===== config.mk =====
export PLATFORM = sky130hd
export DESIGN_NAME = tsl1401_sequencer
export DESIGN_NICKNAME = d
export VERILOG_FILES = /design/src/rtl/tsl1401_sequencer.sv
export SDC_FILE = /design/constraint.sdc
export NUM_CORES = 1
export LEC_CHECK = 0
export ABC_CLOCK_PERIOD_IN_PS = 6700
export CAP_MARGIN = 20
export CORE_AREA = 5 5 118 120
export DETAILED_ROUTE_END_ITERATION = 10
export DIE_AREA = 0 0 123 125
export HOLD_SLACK_MARGIN = 0.12
export PLACE_DENSITY = 0.64
export SLEW_MARGIN = 20
export SYNTH_ARGS = -nofsm -noshare
export SYNTH_HDL_FRONTEND = slang
export SYNTH_SLANG_ARGS = --single-unit

===== constraint.sdc =====
create_clock -name master_clock -period 6.7 [get_ports master_clock]
set_clock_uncertainty 0.05 [all_clocks]
set_input_delay 1.34 -clock master_clock [delete_from_list [all_inputs] [get_ports master_clock]]
set_output_delay 1.34 -clock master_clock [all_outputs]
set_load 0.02 [all_outputs]

===== src/rtl/tsl1401_sequencer.sv =====
// tsl1401_sequencer
// Drives the CLK and SI pins of a TSL1401-class linear CCD sensor (CJMCU-1401 board).
// Each frame has PIXELS readout periods, one flush period and integ_clks integration periods.
// During readout it emits one ADC sample strobe per pixel, together with the pixel index.
// Every output is registered. The pin drivers can therefore be packed into IOB flops.
`timescale 1ns/1ps

module tsl1401_sequencer #(
   parameter int HALF_DIV = 100,   // master cycles per sensor-clock half period
   parameter int PIXELS   = 128,   // pixels per line
   parameter int INTEG_W  = 16     // width of integ_clks
) (
   input  logic                      master_clock,
   input  logic                      master_reset_n,
   input  logic                      start,
   input  logic                      continuous,
   input  logic [INTEG_W-1:0]        integ_clks,
   output logic                      cjmcu1401_clk,
   output logic                      cjmcu1401_si,
   output logic                      sample_strobe,
   output logic [$clog2(PIXELS)-1:0] pixel_index,
   output logic                      frame_start,
   output logic                      frame_done,
   output logic                      busy
);

   localparam int IDX_W  = $clog2(PIXELS);
   // A one-bit counter is kept even when HALF_DIV=1. In that case it simply stays at 0.
   localparam int HALF_W = (HALF_DIV > 1) ? $clog2(HALF_DIV) : 1;
   // This is the longest possible frame, PIXELS + 1 + (2^INTEG_W - 1) periods.
   // The period counter is sized so that it can never wrap.
   localparam longint FRAME_MAX = longint'(PIXELS) + (longint'(1) << INTEG_W);
   localparam int PER_W  = $clog2(FRAME_MAX + 1);

   localparam logic [HALF_W-1:0] HALF_LAST = HALF_W'(HALF_DIV - 1);
   localparam logic [PER_W-1:0]  PIX_P     = PER_W'(PIXELS);
   localparam logic [PER_W-1:0]  FLEN_BASE = PER_W'(PIXELS + 1);

   typedef enum logic {
      ST_IDLE  = 1'b0,
      ST_FRAME = 1'b1
   } state_t;

   // Sequencer state
   state_t             state_reg, state_next;
   logic [HALF_W-1:0]  half_cnt_reg, half_cnt_next;
   logic               phase_reg, phase_next;
   logic [PER_W-1:0]   period_reg, period_next;
   logic [PER_W-1:0]   frame_len_reg, frame_len_next;

   // Registered outputs
   logic               clk_reg, clk_next;
   logic               si_reg, si_next;
   logic               strobe_reg, strobe_next;
   logic [IDX_W-1:0]   index_reg, index_next;
   logic               fstart_reg, fstart_next;
   logic               fdone_reg, fdone_next;
   logic               busy_reg, busy_next;

   // Decode of the current position
   logic               half_end;
   logic               period_end;
   logic               frame_end;
   logic               frame_begin;
   logic               in_frame_next;
   logic               last_cycle_next;

   assign half_end   = (half_cnt_reg == HALF_LAST);
   assign period_end = half_end && phase_reg;
   assign frame_end  = (state_reg == ST_FRAME) && period_end &&
                       (period_reg == frame_len_reg - 1'b1);

   // Next-state logic. The outputs for the following cycle are decoded from the next state,
   // so each registered output lines up exactly with the state it describes.
   always_comb begin
      state_next      = state_reg;
      half_cnt_next   = half_cnt_reg;
      phase_next      = phase_reg;
      period_next     = period_reg;
      frame_len_next  = frame_len_reg;
      frame_begin     = 1'b0;
      in_frame_next   = 1'b0;
      last_cycle_next = 1'b0;
      clk_next        = 1'b0;
      si_next         = 1'b0;
      strobe_next     = 1'b0;
      index_next      = index_reg;
      fstart_next     = 1'b0;
      fdone_next      = 1'b0;
      busy_next       = 1'b0;

      case (state_reg)
         ST_IDLE: begin
            // start is honoured only here, so a pulse while busy has no effect
            if (start) begin
               state_next  = ST_FRAME;
               frame_begin = 1'b1;
            end
         end
         ST_FRAME: begin
            if (frame_end) begin
               // continuous is sampled only in the last cycle of the frame
               if (continuous) begin
                  frame_begin = 1'b1;
               end else begin
                  state_next    = ST_IDLE;
                  half_cnt_next = '0;
                  phase_next    = 1'b0;
                  period_next   = '0;
               end
            end else if (half_end) begin
               half_cnt_next = '0;
               if (phase_reg) begin
                  phase_next  = 1'b0;
                  period_next = period_reg + 1'b1;
               end else begin
                  phase_next  = 1'b1;
               end
            end else begin
               half_cnt_next = half_cnt_reg + 1'b1;
            end
         end
         default: begin
            state_next = ST_IDLE;
         end
      endcase

      // Every new frame begins at period 0, low half.
      // The frame length is latched here and holds for the whole frame.
      if (frame_begin) begin
         half_cnt_next  = '0;
         phase_next     = 1'b0;
         period_next    = '0;
         frame_len_next = FLEN_BASE + PER_W'(integ_clks);
      end

      in_frame_next   = (state_next == ST_FRAME);
      last_cycle_next = in_frame_next && phase_next && (half_cnt_next == HALF_LAST);

      clk_next    = in_frame_next && phase_next;
      // SI spans all of period 0 and falls together with CLK at the start of period 1
      si_next     = in_frame_next && (period_next == '0);
      // Sample in the last cycle of the high half, while AO has settled for this pixel
      strobe_next = last_cycle_next && (period_next < PIX_P);
      if (strobe_next) begin
         index_next = period_next[IDX_W-1:0];
      end
      fstart_next = frame_begin;
      fdone_next  = last_cycle_next && (period_next == frame_len_next - 1'b1);
      busy_next   = in_frame_next;
   end

   // State and output registers. Reset discards any partial frame immediately.
   always_ff @(posedge master_clock) begin
      if (!master_reset_n) begin
         state_reg     <= ST_IDLE;
         half_cnt_reg  <= '0;
         phase_reg     <= 1'b0;
         period_reg    <= '0;
         frame_len_reg <= '0;
         clk_reg       <= 1'b0;
         si_reg        <= 1'b0;
         strobe_reg    <= 1'b0;
         index_reg     <= '0;
         fstart_reg    <= 1'b0;
         fdone_reg     <= 1'b0;
         busy_reg      <= 1'b0;
      end else begin
         state_reg     <= state_next;
         half_cnt_reg  <= half_cnt_next;
         phase_reg     <= phase_next;
         period_reg    <= period_next;
         frame_len_reg <= frame_len_next;
         clk_reg       <= clk_next;
         si_reg        <= si_next;
         strobe_reg    <= strobe_next;
         index_reg     <= index_next;
         fstart_reg    <= fstart_next;
         fdone_reg     <= fdone_next;
         busy_reg      <= busy_next;
      end
   end

   assign cjmcu1401_clk = clk_reg;
   assign cjmcu1401_si  = si_reg;
   assign sample_strobe = strobe_reg;
   assign pixel_index   = index_reg;
   assign frame_start   = fstart_reg;
   assign frame_done    = fdone_reg;
   assign busy          = busy_reg;

endmodule


==> flow_summary.toml, run 1 <==
[grt]
grt-busiest-layer = "met2"
grt_pass1_vias = 4629
antenna_found_initial = 0
grt_pass1_wl_um = 25000
gr-usage-met1_pct = 30.2
grt_start_max_net_pins = 44
use_met3_pct = 2.26
use_met2_pct = 30.6
grt_usage_pct = 20.1
overflow = 0

[route]
drtIter0Drc = 497
vias = 5004
antenna_left = 0
drc = 0
via_per_inst = 6.00
post_drt_wl_per_cell_um = 18.8
wirelength_um = 15600
drt_first_pass_iters = 5

[final_layout]
num-nets-final = 683
fin_area_sq_um = 5510
stdcell_count = 834
area.sequential_sq_um = 1100
mostFrequentLayoutCell = "nor2_1"
final_layout_size_suffix_gt1_share_pct = 5.62
antenna_cells = 0
multi_input_area_sq_um = 3610
area_growth_pct = 10.9
n_fill_cell = 1322
layout_common_cells = "68 x nor2_1, 57 x nand2_1, 55 x dfxtp_1, 41 x xnor2_1, 37 x xor2_1"

[placed_design]
routabilityCongestion = 0.938
hpwl_um = 12000
numPortBuffers = 32
place_area_sq_um = 5340
dp.cells = 826

[synthesis]
seq_area_frac_synth_pct = 22.2
synth_ff_type = "dfxtp_1"
ys_ff_latch = 55
syn_area_sq_um = 4960
syn_avg_cell_area_sq_um = 7.51
yosys_warnings = 0
synthDistinctLibCells = 71
synthArstFlopShare_pct = 0
synthCells = 661
synth_edf_count = 0
syn_nets = 687

[clock_network]
cts_tree = "done"
post-cts-setup-buffer-count = 0
h-tree-depth = 2
clk_latency_ns = 0.31
cts-root-buf = "clkbuf_16"
cts_resized = 0
path_clk_slew_ns = 0.08
cts_hold_buf = 0
cts_sinks = 55
cts_inserted_buffers = 5
cts_buffer_depth = 2

[min_path]
holdCritPathClass = "reg2reg"
hold_start = "pixel_index[3]"

[worst_setup_path]
worstPathRequired_ns = 6.91
crit_path_start_kind = "register"
reg2reg_slack_ns = 0.60
startpoint = "frame_len_reg[0]"
endpoint_kind = "register"
critical_path.max_fanout = 18
arrival_ns = 6.30
crit_type = "reg2reg"
timing.rr.start = "frame_len_reg[0]"

[pwr]
powerDensity_nw_per_um2 = 166
p_leak_nw = 1.98
p_total_mw = 0.916
ir_drop_mv = 0.100

[die]
placementRows = 42
dieArea_sq_um = 15400
die_h_um = 125
coreArea_sq_um = 12900
ios = 33
die_x_um = 123
initial_utilization_pct = 38.6

[outcome]
status = "completed"

[sta]
rsz0062_at_grt = "false"
hold_violations = 0
fin_crit_ns = 6.10
final-setup-viol-count = 0
slew_headroom_pct = 33.7
fin_crit_sh_pct = 91.0
finalSetupTns_ns = 0
worst_pin_slew_ns = 0.993
fmax_mhz = 164
report.final.slew_viol_count = 0

[run]
drv_cap = 0
[layout make-up]
class	count	area share (%)
tap	176	4.00
clock buffer	5	2.27
clock inverter	3	0.613
sequential	55	20.0
timing repair buffer	37	6.50
multi-input combinational	543	65.6
inverter	15	1.02
[synth_stat cells (4+ instances only)]
cell | n | area share, %
ha_1 | 6 | 1.5
nand4_1 | 19 | 2.4
and3_1 | 13 | 1.6
o21ai_0 | 27 | 2.7
inv_1 | 15 | 1.1
clkbuf_1 | 36 | 2.7
a21o_1 | 5 | 0.76
nand2_1 | 57 | 4.3
nand3b_1 | 4 | 0.60
nand2b_1 | 12 | 1.5
buf_6 | 4 | 0.91
nor4b_1 | 5 | 0.88
and2_1 | 13 | 1.6
a31oi_1 | 10 | 1.3
o211ai_1 | 9 | 1.4
o32ai_1 | 4 | 0.71
nor3_1 | 18 | 1.8
a211oi_1 | 8 | 1.2
nor2_1 | 68 | 5.1
xnor2_1 | 41 | 7.2
nor4_1 | 10 | 1.3
or2_2 | 4 | 0.50
nor3b_1 | 12 | 1.8
buf_2 | 6 | 0.60
and4_1 | 4 | 0.71
a221oi_1 | 4 | 0.71
xor2_1 | 37 | 6.5
or3_1 | 6 | 0.76
mux2_2 | 4 | 0.91
nor2b_1 | 11 | 1.4
nand3_1 | 27 | 2.7
dfxtp_1 | 55 | 22
a21oi_1 | 25 | 2.5
mux2i_1 | 23 | 4.6
[routing by layer]
| metal | share of wire, % | vias up |
|---|---|---|
| met1 | 47 | 2422 |
| li1 | - | 2376 |
| met3 | 6.4 | 21 |
| met2 | 45 | 185 |
| met5 | 0 | - |
| met4 | 2.1 | 0 |
[path summary, 6_finish.rpt]
kind,cells after the start,to
setup / recovery,20,frame_done
hold / removal,2,pixel_index[3]
setup reg to reg,20,frame_done
hold reg to reg,2,pixel_index[3]
[metrics by stage]
step | utilization [%] | setup WS [ns] | hold slack [ns]
after floorplan | - | 1.02 | 0.421
after global placement | 41.5 | 0.880 | 0.400
after detailed placement | 41.5 | 0.492 | 0.404
after CTS | 42.7 | 0.472 | 0.416
after global routing | 42.8 | 0.0447 | 0.438
final | 42.8 | 0.602 | 0.408
[kinds of logic after synthesis]
logic type      Yosys count  share of synthesized area (%)
compound gates          133                           18.3
buf+inv                  63                           5.52
fa+ha+maj                 6                           1.51
flops                    55                           22.2
xor+xnor                 78                           13.8
mux                      27                           5.54
simple gates            299                           33.2
[worst max-delay path, stage by stage, from the launching register on]
cell,delay (ns)
dfxtp_1,0.40
inv_1,0.09
ha_1,0.20
nor3b_4,0.43
a21boi_0,0.16
nor4_1,0.44
o211ai_1,0.24
or4_1,0.67
o21a_1,0.51
mux2i_1,0.31
ha_1,0.30
nand2_1,0.13
nor4_1,0.38
nand2_1,0.17
nor3_2,0.31
nand2b_1,0.11
mux2i_1,0.25
nand4_1,0.16
xnor2_1,0.16
a2111oi_0,0.32
and4_1,0.24
[where the power goes]
part / switching (mW) / internal, mW
Combinational: 0.154 / 0.108
Sequential: 0.0245 / 0.336
Clock: 0.148 / 0.145
Total: 0.327 / 0.589
Power figures use the tool's default switching activity.
==> inputs of run 2 (changes only) <==
- CORE_AREA: 5 5 118 120 -> 5 5 109 111
- DIE_AREA: 0 0 123 125 -> 0 0 114 116
- PLACE_DENSITY: 0.64 -> 0.72
==> flow_summary.toml, run 2 (synthesis results as in run 1) <==
[final_layout]
num-nets-final = 684
mostFrequentLayoutCell = "nor2_1"
area_growth_pct = 8.95
final_layout_size_suffix_gt1_share_pct = 5.92
layout_common_cells = "68 x nor2_1, 57 x nand2_1, 55 x dfxtp_1, 41 x xnor2_1, 37 x xor2_1"
finalCoreUtilization_pct = 50.6
antenna_cells = 0

[worst_setup_path]
critical_path.max_fanout = 18
worstPathRequired_ns = 6.92
r2r-end = "frame_done"
reg2reg_slack_ns = 0.70
endpoint_kind = "register"
startpoint = "frame_len_reg[0]"
rr_worst_depth = 20
crit_path_start_kind = "register"
arrival_ns = 6.22
crit_type = "reg2reg"
critical_path.endpoint = "frame_done"
timing.rr.start = "frame_len_reg[0]"

[run]
drv_cap = 0

[min_path]
holdCritPathClass = "reg2reg"

[sta]
fin_crit_ns = 6.00
slew_headroom_pct = 35.2
rsz0062_at_grt = "false"
worst_pin_slew_ns = 0.966
setup_ws_ns = 0.698
final-setup-viol-count = 0
report.final.slew_viol_count = 0
finalSetupTns_ns = 0
hold_violations = 0
fmax_mhz = 167
fin_crit_sh_pct = 89.6

[clock_network]
post-cts-setup-buffer-count = 0
path_clk_slew_ns = 0.11
cts_tree = "done"
cts_hold_buf = 0
cts_buffer_depth = 2
cts-root-buf = "clkbuf_8"
cts_resized = 0
cts_sinks = 55
h-tree-depth = 2
clk_latency_ns = 0.33
cts_inserted_buffers = 5

[placed_design]
hpwl_um = 11900
numPortBuffers = 32
place_ws_ns = 0.552
routabilityCongestion = 0.963

[grt]
grt_pass1_vias = 4689
overflow = 0
grt_pass1_wl_um = 24700
grt_usage_pct = 23.4
grt_start_max_net_pins = 44
antenna_found_initial = 0

[outcome]
status = "completed"

[die]
die_x_um = 114
coreArea_sq_um = 10700
placementRows = 38
ios = 33
dieArea_sq_um = 13200
initial_utilization_pct = 46.4
die_h_um = 116

[pwr]
powerDensity_nw_per_um2 = 155
ir_drop_mv = 0.0956
p_leak_nw = 1.95

[route]
vias = 4959
wirelength_um = 15500
drc = 0
drt_first_pass_iters = 5
via_per_inst = 6.21
drtIter0Drc = 451
antenna_left = 0
post_drt_wl_per_cell_um = 19.3
run 2: worst min path at each step:
stage,endpoint,depth (start not counted),startpoint,slack (ns)
CTS,pixel_index[3],2,pixel_index[3],0.42
global placement,pixel_index[1],2,pixel_index[1],0.40
global route,pixel_index[1],2,pixel_index[1],0.46
finish,pixel_index[3],2,pixel_index[3],0.42
floorplan,half_cnt_reg[5],2,half_cnt_reg[5],0.42
detailed placement,pixel_index[3],2,pixel_index[3],0.41
run 2: report_power, final:
group / total (mW) / switching, mW / internal (mW)
Clock: 0.212 / 0.132 / 0.0794
Sequential: 0.358 / 0.0218 / 0.336
Combinational: 0.268 / 0.160 / 0.108
run 2: routing by layer:
layer	vias to the layer above	global-route usage, %	wire length [um]
met5	-	0	0
met2	180	37.2	7030
met4	0	9.66	584
met3	35	3.71	929
met1	2364	31.7	6910
li1	2380	-	-
run 2: area by class of cell:
class                           instances  area [sq um]
Multi-Input combinational cell        543          3610
Fill cell                            1066          5290
Sequential cell                        55          1100
Inverter                               15          56.3
Tap cell                              140           175
Clock inverter                          3          28.8
Timing Repair Buffer                   38           365
Clock buffer                            5          68.8
run 2: critical path, stage by stage (launching register included):
cell	delay [ns]
dfxtp_1	0.40
inv_1	0.09
ha_1	0.19
nor3b_4	0.45
nand4_1	0.18
xnor2_1	0.21
or4b_4	0.51
or4_1	0.57
o21a_2	0.41
mux2i_1	0.26
ha_1	0.31
nand2_1	0.14
nor4_1	0.35
nand2_1	0.17
nor3_2	0.29
nand2b_1	0.10
mux2i_1	0.28
nand4_1	0.18
xnor2_1	0.18
a2111oi_0	0.34
and4_1	0.25
run 2: stage by stage:
stage / power [mW] / cells / hold WS [ns] / cell area (sq um)
global placement: 0.623 / 791 / 0.402 / 5310
CTS: 0.837 / 799 / 0.424 / 5400
floorplan: 0.556 / 661 / 0.421 / 4960
detailed placement: 0.627 / 791 / 0.407 / 5310
global route: 0.880 / 799 / 0.462 / 5410
finish: 0.838 / 799 / 0.420 / 5410
